File: config.mk
export PLATFORM = sky130hd
export DESIGN_NAME = adc_sample_accumulator
export DESIGN_NICKNAME = d
export VERILOG_FILES = /design/src/rtl/adc_pkg.sv /design/src/rtl/adc_result_fifo.sv /design/src/rtl/adc_sample_accumulator.sv
export SDC_FILE = /design/constraint.sdc
export NUM_CORES = 1
export LEC_CHECK = 0
export BUFFER_PORTS_ARGS = -buffer_cell sky130_fd_sc_hd__buf_2
export CAP_MARGIN = 20
export CORE_MARGIN = 8
export CORE_UTILIZATION = 32
export CTS_BUF_LIST = sky130_fd_sc_hd__clkbuf_2
export CTS_CLUSTER_DIAMETER = 60
export CTS_CLUSTER_SIZE = 12
export DETAILED_ROUTE_END_ITERATION = 16
export GPL_ROUTABILITY_DRIVEN = 0
export PLACE_DENSITY = 0.53
export SLEW_MARGIN = 40
export SYNTH_ARGS = -nofsm -noshare
export SYNTH_HDL_FRONTEND = slang
export SYNTH_SLANG_ARGS = --single-unit
File: constraint.sdc
create_clock -name wb_clk_i -period 5.5 [get_ports wb_clk_i]
set_clock_uncertainty 0.15 [all_clocks]
set_input_delay 0.275 -clock wb_clk_i [delete_from_list [all_inputs] [get_ports wb_clk_i]]
set_output_delay 0.275 -clock wb_clk_i [all_outputs]
set_load 0.005 [all_outputs]
File: src/rtl/adc_pkg.sv
// Shared definitions for the ADC sample accumulator: widths, FSM state type
// and the averaging-exponent clamp.
package adc_pkg;

    localparam int ADC_DATA_W   = 10;
    localparam int ADC_MAX_LOG2 = 4;

    typedef enum logic [1:0] {
        IDLE  = 2'd0,
        ACCUM = 2'd1,
        PUSH  = 2'd2
    } acc_state_t;

    function automatic logic [2:0] clamp_log2(input logic [2:0] k, input logic [2:0] max_k);
        return (k > max_k) ? max_k : k;
    endfunction

endpackage

File: src/rtl/adc_result_fifo.sv
// Show-ahead result FIFO: the head entry is presented on dout whenever the
// FIFO is non-empty, and reads zero while empty.
module adc_result_fifo #(
    parameter  int WIDTH = 10,
    parameter  int DEPTH = 4,
    localparam int AW    = $clog2(DEPTH),
    localparam int LW    = AW + 1
) (
    input  logic             clk,
    input  logic             rst,
    input  logic             push,
    input  logic             pop,
    input  logic [WIDTH-1:0] din,
    output logic [WIDTH-1:0] dout,
    output logic             full,
    output logic             empty,
    output logic [LW-1:0]    level
);

    logic [WIDTH-1:0] mem [DEPTH];
    logic [AW-1:0]    wr_ptr;
    logic [AW-1:0]    rd_ptr;
    logic [LW-1:0]    count;
    logic             do_push;
    logic             do_pop;

    assign empty   = (count == '0);
    assign full    = (count == LW'(DEPTH));
    // A full FIFO still accepts a push when the same cycle frees an entry.
    assign do_pop  = pop && !empty;
    assign do_push = push && (!full || do_pop);

    always_ff @(posedge clk or posedge rst) begin
        if (rst) begin
            wr_ptr <= '0;
            rd_ptr <= '0;
            count  <= '0;
        end else begin
            if (do_push)
                wr_ptr <= wr_ptr + AW'(1);
            if (do_pop)
                rd_ptr <= rd_ptr + AW'(1);
            if (do_push && !do_pop)
                count <= count + LW'(1);
            else if (!do_push && do_pop)
                count <= count - LW'(1);
        end
    end

    // NOTE: storage has no reset; validity is tracked by count alone, so the
    // array can map onto plain RAM/register cells without a reset network.
    always_ff @(posedge clk) begin
        if (do_push)
            mem[wr_ptr] <= din;
    end

    assign dout  = empty ? '0 : mem[rd_ptr];
    assign level = count;

endmodule

File: src/rtl/adc_sample_accumulator.sv
// Averages blocks of 2^K ADC conversions and queues each block average in a
// small show-ahead FIFO; a sticky flag reports results dropped on a full FIFO.
module adc_sample_accumulator
    import adc_pkg::*;
#(
    parameter int DATA_W     = ADC_DATA_W,
    parameter int MAX_LOG2   = ADC_MAX_LOG2,
    parameter int FIFO_DEPTH = 4
) (
    input  logic              wb_clk_i,
    input  logic              wb_rst_i,
    input  logic [DATA_W-1:0] code_i,
    input  logic              eoc_i,
    input  logic              enable_i,
    input  logic [2:0]        avg_log2_i,
    output logic [DATA_W-1:0] data_o,
    output logic              valid_o,
    input  logic              ready_i,
    output logic [2:0]        level_o,
    output logic              overflow_o
);

    localparam int SUM_W = DATA_W + MAX_LOG2;
    localparam int CNT_W = MAX_LOG2 + 1;
    localparam int LVL_W = $clog2(FIFO_DEPTH) + 1;

    acc_state_t        state;
    acc_state_t        state_next;
    logic              eoc_q;
    logic              sample_evt;
    logic              accept;
    logic [SUM_W-1:0]  sum_q;
    logic [CNT_W-1:0]  cnt_q;
    logic [2:0]        k_q;
    logic [SUM_W-1:0]  base_sum;
    logic [CNT_W-1:0]  base_cnt;
    logic [2:0]        blk_k;
    logic [SUM_W-1:0]  sum_next;
    logic [CNT_W-1:0]  cnt_next;
    logic              blk_done;
    logic              overflow_q;
    logic              fifo_push;
    logic              fifo_pop;
    logic              fifo_full;
    logic              fifo_empty;
    logic [DATA_W-1:0] result;
    logic [LVL_W-1:0]  fifo_level;

    // Rising-edge detect: a level held high yields a single event.
    always_ff @(posedge wb_clk_i or posedge wb_rst_i) begin
        if (wb_rst_i)
            eoc_q <= 1'b0;
        else
            eoc_q <= eoc_i;
    end

    assign sample_evt = eoc_i & ~eoc_q & enable_i;
    assign accept     = sample_evt && (state != IDLE);

    // NOTE: every always_comb output gets a default before any branch, so no
    // path can leave a signal unassigned and infer a latch.
    always_comb begin
        base_sum = '0;
        base_cnt = '0;
        // During PUSH the registers still hold the finished block, so a new
        // sample starts the next block from zero.
        if (state == ACCUM) begin
            base_sum = sum_q;
            base_cnt = cnt_q;
        end
        blk_k    = (base_cnt == '0) ? clamp_log2(avg_log2_i, 3'(MAX_LOG2)) : k_q;
        sum_next = base_sum + SUM_W'(code_i);
        cnt_next = base_cnt + CNT_W'(1);
        blk_done = accept && (cnt_next == (CNT_W'(1) << blk_k));
    end

    always_ff @(posedge wb_clk_i or posedge wb_rst_i) begin
        if (wb_rst_i)
            state <= IDLE;
        else
            state <= state_next;
    end

    always_comb begin
        state_next = state;
        if (!enable_i) begin
            state_next = IDLE;
        end else begin
            case (state)
                IDLE:        state_next = ACCUM;
                ACCUM, PUSH: state_next = blk_done ? PUSH : ACCUM;
                default:     state_next = IDLE;
            endcase
        end
    end

    always_comb begin
        fifo_push = (state == PUSH);
        result    = DATA_W'(sum_q >> k_q);
    end

    // NOTE: sequential state uses non-blocking assignments so every register
    // samples the pre-edge values regardless of process ordering.
    always_ff @(posedge wb_clk_i or posedge wb_rst_i) begin
        if (wb_rst_i) begin
            sum_q <= '0;
            cnt_q <= '0;
            k_q   <= '0;
        end else if (!enable_i || state == IDLE) begin
            sum_q <= '0;
            cnt_q <= '0;
        end else if (accept) begin
            sum_q <= sum_next;
            cnt_q <= cnt_next;
            k_q   <= blk_k;
        end else if (state == PUSH) begin
            sum_q <= '0;
            cnt_q <= '0;
        end
    end

    assign fifo_pop = ~fifo_empty & ready_i;

    always_ff @(posedge wb_clk_i or posedge wb_rst_i) begin
        if (wb_rst_i)
            overflow_q <= 1'b0;
        else if (!enable_i)
            overflow_q <= 1'b0;
        else if (fifo_push && fifo_full && !fifo_pop)
            overflow_q <= 1'b1;
    end

    adc_result_fifo #(
        .WIDTH (DATA_W),
        .DEPTH (FIFO_DEPTH)
    ) u_fifo (
        .clk   (wb_clk_i),
        .rst   (wb_rst_i),
        .push  (fifo_push),
        .pop   (fifo_pop),
        .din   (result),
        .dout  (data_o),
        .full  (fifo_full),
        .empty (fifo_empty),
        .level (fifo_level)
    );

    assign valid_o    = ~fifo_empty;
    assign level_o    = 3'(fifo_level);
    assign overflow_o = overflow_q;

endmodule

==> impl_metrics.csv, run 1 <==
group,metric,value,unit
outcome,status,"finished, final reports clean",
sta,finalCritPeriodShare,0.618,
min_path,hold_path.class,"in2reg",
yosys,synth_cell_type_count,59,
power,max-vdd-ir-drop,0.0772,mV
setup_path,reg2reg_depth,11,
yosys,synth_commonest_cells,"nand2_1, edfxtp_1, dfrtp_1, and2_1, ha_1",
yosys,synth_top_area_cell,"edfxtp_1",
setup_path,worstSetupEndpointType,"flop",
yosys,synth_warnings,0,
cells_and_area,fin_util,0.363,
clock_tree,clockBufferDepth,2,
floorplanning,coreArea,13700,um2
sta,post-route-min-period,3400,ps
placement,dpl.hpwl,6.98,mm
setup_path,startpoint_type,"flop",
setup_path,reg2reg_from,"state[1]",
drt,wl_per_cell,15.5,um
clock_tree,cts_setup_buffers,0,
sta,maxSlewViolCount,0,
yosys,ys_ff_latch,73,
min_path,hold_path_end,"sum_q[1]",
setup_path,arrival,3690,ps
clock_tree,h-tree-depth,3,
drt,drt-total-wl,9.60,mm
yosys,synthesis.nets,440,
setup_path,required,5790,ps
clock_tree,clk_pin_slew_worst_paths,200,ps
yosys,syn_avg_cell_area,11.1,um2
floorplanning,rows,43,
global_route,grt_usage,0.111,
drt,drc,0,
setup_path,regToRegSetupSlack,2100,ps
floorplanning,fp.dieH,134,um
sta,finalSetupTns,0,ps
sta,hold_violations,0,
yosys,post-synth-top-count-cell,"nand2_1",
power,p_leak,1.95,nW
global_route,grt_overflow,0,
placement,port_buffers,32,
floorplanning,start_util,0.324,
sta,slew_headroom,0.434,
global_route,grt_pass1_vias,3170,
yosys,synthTopCellsByArea,"edfxtp_1, dfrtp_1, ha_1",
power,p_per_area,281,nW/um2
clock_tree,clock_sinks,73,
clock_tree,cts_resized,0,
floorplanning,die_w,134,um
cells_and_area,finalNetCount,475,
floorplanning,die-area,17900,um2
global_route,grt_first_pass_wirelength,16.0,mm
min_path,hold_depth,4,
yosys,synth-edff-count,40,
yosys,synth_top_area_share,0.270,
cells_and_area,area_growth_syn_to_layout,12.0,%
sta,worstMarginPinSlew,843,ps
setup_path,criticalPathCategory,"reg2reg",
cells_and_area,fillers,1396,
yosys,syn-instance-count,399,
yosys,ys.flop_type,"edfxtp_1",
clock_tree,worst_skew_pair.late_latency,510,ps
sta,finalSetupViolCount,0,
drt,viasPerCell,4.94,
yosys,synthesis.area,4450,um2
setup_path,cp_max_fo,24,
flow_run,maxCapViolations,0,
yosys,async_flop_share,0.452,
drt,first_pass_iters,4,
sta,rsz0062_at_grt,"false",
clock_tree,cts_tree,"done",
clock_tree,clk_root_buffer_cell,"clkbuf_2",
clock_tree,cts_buffers,9,
setup_path,worstReg2RegEnd,"sum_q[10]",
drt,vias,3060,
drt,first_iter_violations,185,
floorplanning,ios,33,
drt,ant_nets,0,
yosys,ys_seq_area_frac,0.456,
cells_and_area,layout-drive-gt1-share,0.189,
global_route,antenna_found_initial,1,
min_path,worstHoldStart,"code_i[1]",
global_route,grt_max_degree,34,
sta,fmax,294,MHz
==> stage by stage <==
step / cells / hold WS (ps) / instance area [um2] / setup WS (ps) / power (mW)
global route: 620 / 61.9 / 4980 / 1900 / 1.49
finish: 620 / 59.5 / 4980 / 2100 / 1.40
floorplan: 399 / 156 / 4450 / 2220 / 0.983
global placement: 594 / 246 / 4770 / 1920 / 1.11
CTS: 619 / 12.8 / 4970 / 1820 / 1.42
detailed placement: 594 / 254 / 4770 / 1870 / 1.12
==> routing by layer <==
| metal | vias up | track usage | wire (um) |
|---|---|---|---|
| li1 | 1553 | - | - |
| met1 | 1455 | 0.143 | 4740 |
| met2 | 46 | 0.178 | 4430 |
| met3 | 6 | 0.0213 | 354 |
| met4 | 0 | 0.0449 | 75 |
| met5 | - | 0 | 0 |
==> critical path, stage by stage (launching register included) <==
cell       delay (ps)
dfrtp_1           470
inv_1             110
ha_2              460
and2_1            200
ha_1              180
inv_1              60
fa_1              390
nand2b_1          230
a2111oi_4         410
o31ai_2           160
or4_1             410
o211ai_1          100
==> sequential cells by signal, indices dropped and copies added (netlist names) <==
name / cells
u_fifo.level: 3
eoc_q: 1
u_fifo.rd_ptr: 2
u_fifo.wr_ptr: 2
k_q: 3
sum_q: 14
cnt_q: 5
u_fifo.mem: 40
state: 2
overflow_o: 1
==> worst max path at each step <==
stage	from	endpoint	slack, ps	depth (start not counted)
6_report	state[1]	sum_q[10]	2100	11
5_1_grt	state[1]	sum_q[10]	1900	11
4_1_cts	state[1]	sum_q[10]	1820	11
3_5_place_dp	state[1]	sum_q[10]	1870	11
3_3_place_gp	state[1]	sum_q[10]	1920	11
2_1_floorplan	state[1]	sum_q[10]	2220	13
==> area by class of cell <==
cell class	instances	area (um2)	area share
Multi-Input combinational cell	287	2270	0.456
Sequential cell	73	2030	0.407
Timing Repair Buffer	43	265	0.0533
Tap cell	180	225	0.0452
Inverter	20	75.1	0.0151
Clock inverter	6	60.1	0.0121
Clock buffer	10	50.0	0.0101
Antenna cell	1	2.50	0.000503
==> logic make-up (layout without fill, tap and decap cells) <==
family                     count (synthesis)  in the layout  synth area share
adders and majority gates                 23             23            0.0681
and+or+nand+nor                          136            136             0.164
DFF                                       73             73             0.456
AOI/OAI and AO/OA                         82             82             0.145
xor gates and xnor gates                  13             13            0.0256
buffers and inverters                     39             79            0.0366
muxes                                     33             33             0.105
other                                      0              1                 0
==> report_power, final <==
group | switching [mW] | internal, mW
logic | 0.166 | 0.214
registers | 0.0944 | 0.623
clock network | 0.197 | 0.105
==> placed cells by master (no fill, tap or decap), drive strengths merged, types with 8 or more instances in the layout <==
cell type / instances
ha: 21
clkbuf: 10
buf: 34
and2: 29
inv: 20
mux2: 10
o21ai: 14
dfrtp: 33
nand3: 8
nor2: 16
dlygate4sd3: 9
edfxtp: 40
a21oi: 15
o31ai: 12
mux2i: 13
mux4: 10
nand2: 45
xnor2: 8
==> repair_timing <==
action                                  CTS  global route
hold endpoints to repair                 41             0
hold buffers                              9             0
endpoints found under the setup margin    0             0
No activity file was read; power rests on OpenSTA's default activity.
==> run 2, diff against run 1 <==
Settings changed: PLACE_DENSITY 0.53 to 0.54.
Clock period 5.5 ns to 2.97 ns, I/O delays scaled along.
==> impl_metrics.csv, run 2 (same netlist as run 1, synthesis figures left out) <==
group,metric,value,unit
clock_tree,cts_tree,"done",
min_path,hold_path.class,"in2async",
clock_tree,clk_pin_slew_worst_paths,240,ps
placement,port_buffers,32,
cells_and_area,layout_common_cells,"nand2_1, edfxtp_1, dfrtp_1, buf_2, and2_1",
clock_tree,worst_skew_pair.late_latency,520,ps
cells_and_area,layout-drive-gt1-share,0.215,
placement,dp_cells,605,
global_route,grt_pass1_vias,3138,
clock_tree,clk_root_buffer_cell,"clkbuf_2",
floorplanning,die-area,17900,um2
sta,finalSetupViolCount,0,
sta,hold_violations,0,
setup_path,required,3290,ps
global_route,grt_usage,0.112,
cells_and_area,area_growth_syn_to_layout,16.0,%
power,p_total,2.66,mW
sta,maxSlewViolCount,0,
cells_and_area,final_common_cell,"nand2_1",
power,p_per_area,515,nW/um2
global_route,grt_overflow,0,
setup_path,cp_max_fo,9,
cells_and_area,fin_area,5160,um2
power,p_leak,2.06,nW
global_route,grt_max_degree,34,
placement,placed_cell_area,4870,um2
drt,wl_per_cell,15.6,um
setup_path,worstSetupEndpointType,"flop",
cells_and_area,fin_cells,636,
cells_and_area,fillers,1348,
setup_path,arrival,3140,ps
drt,first_iter_violations,160,
drt,ant_nets,0,
clock_tree,h-tree-depth,3,
setup_path,reg2reg_from,"state[1]",
drt,drt-total-wl,9.93,mm
sta,post-route-min-period,2820,ps
floorplanning,fp.dieH,134,um
sta,slew_headroom,0.498,
setup_path,critPathLaunch,"state[1]",
setup_path,criticalPathCategory,"reg2reg",
floorplanning,coreArea,13700,um2
outcome,status,"finished, final reports clean",
floorplanning,rows,43,
cells_and_area,largest_registers,"u_fifo.mem x40, sum_q x14, cnt_q x5",
setup_path,startpoint_type,"flop",
cells_and_area,largest_reg_flops,40,
sta,finalCritPeriodShare,0.951,
global_route,antenna_found_initial,0,
sta,worstMarginPinSlew,754,ps
global_route,grt_first_pass_wirelength,16.2,mm
sta,rsz0062_at_grt,"true",
floorplanning,ios,33,
flow_run,maxCapViolations,0,
clock_tree,clock_sinks,73,
drt,drc,0,
clock_tree,clockBufferDepth,2,
cells_and_area,antenna_cells,0,
floorplanning,start_util,0.324,
drt,viasPerCell,4.97,
cells_and_area,finalNetCount,492,
power,max-vdd-ir-drop,0.192,mV
placement,dpl.hpwl,7.37,mm
sta,fmax,354,MHz
drt,first_pass_iters,4,
floorplanning,die_w,134,um
drt,vias,3163,
cells_and_area,fin_util,0.376,
clock_tree,cts_buffers,9,
cells_and_area,largest-register,"u_fifo.mem",
==> run 2: area by class of cell <==
type / count / area [um2] / area share
clock buffers: 9 / 45.0 / 0.00873
clock inverters: 7 / 75.1 / 0.0146
inverters: 20 / 75.1 / 0.0146
multi-input cells: 287 / 2300 / 0.447
flip-flops and latches: 73 / 2030 / 0.393
well taps: 180 / 225 / 0.0437
repair buffers: 60 / 405 / 0.0786
==> run 2: repair_timing <==
item,4_1_cts,5_1_grt
hold buffers,13,1
resized for setup,0,1
setup endpoints to repair,0,2
endpoints found under the hold margin,49,1
buffers inserted,0,1
==> run 2: per-stage QoR <==
| step | setup TNS [ps] | setup WS (ps) | hold WS (ps) |
|---|---|---|---|
| floorplan | 0 | 13.6 | 29.9 |
| global placement | 0 | 169 | 125 |
| detailed placement | 0 | 77.3 | 122 |
| CTS | 0 | 56.3 | 0.256 |
| global route | -14.0 | -14.0 | 40.6 |
| finish | 0 | 147 | 88.7 |
==> run 2: routing by layer <==
metal	track usage	routed length (um)
met5	0	0
met4	0.0306	110
met3	0.0295	364
met2	0.187	4790
met1	0.141	4670
==> run 2: where the power goes <==
part	internal [mW]	switching, mW
Combinational	0.415	0.346
Sequential	1.15	0.145
Clock	0.203	0.393
==> run 2: worst paths after layout <==
path	endpoint	slack (ps)	depth (start not counted)
setup / recovery	sum_q[10]	150	11
hold / removal	sum_q[7]	90	4
setup reg to reg	sum_q[10]	150	11
hold reg to reg	u_fifo.level[2]	370	1
max in group asynchronous	sum_q[1]	2250	4
min in group wb_clk_i	sum_q[5]	90	4
==> run 2: worst max-delay path: stages (launching register included) <==
cell       delay (ps)
dfrtp_1           430
inv_2              80
ha_4              170
and2_1            140
ha_1              180
inv_1              60
fa_1              400
nand2b_4          180
a2111oi_4         340
o31ai_2           140
or4_1             420
o211ai_1          100
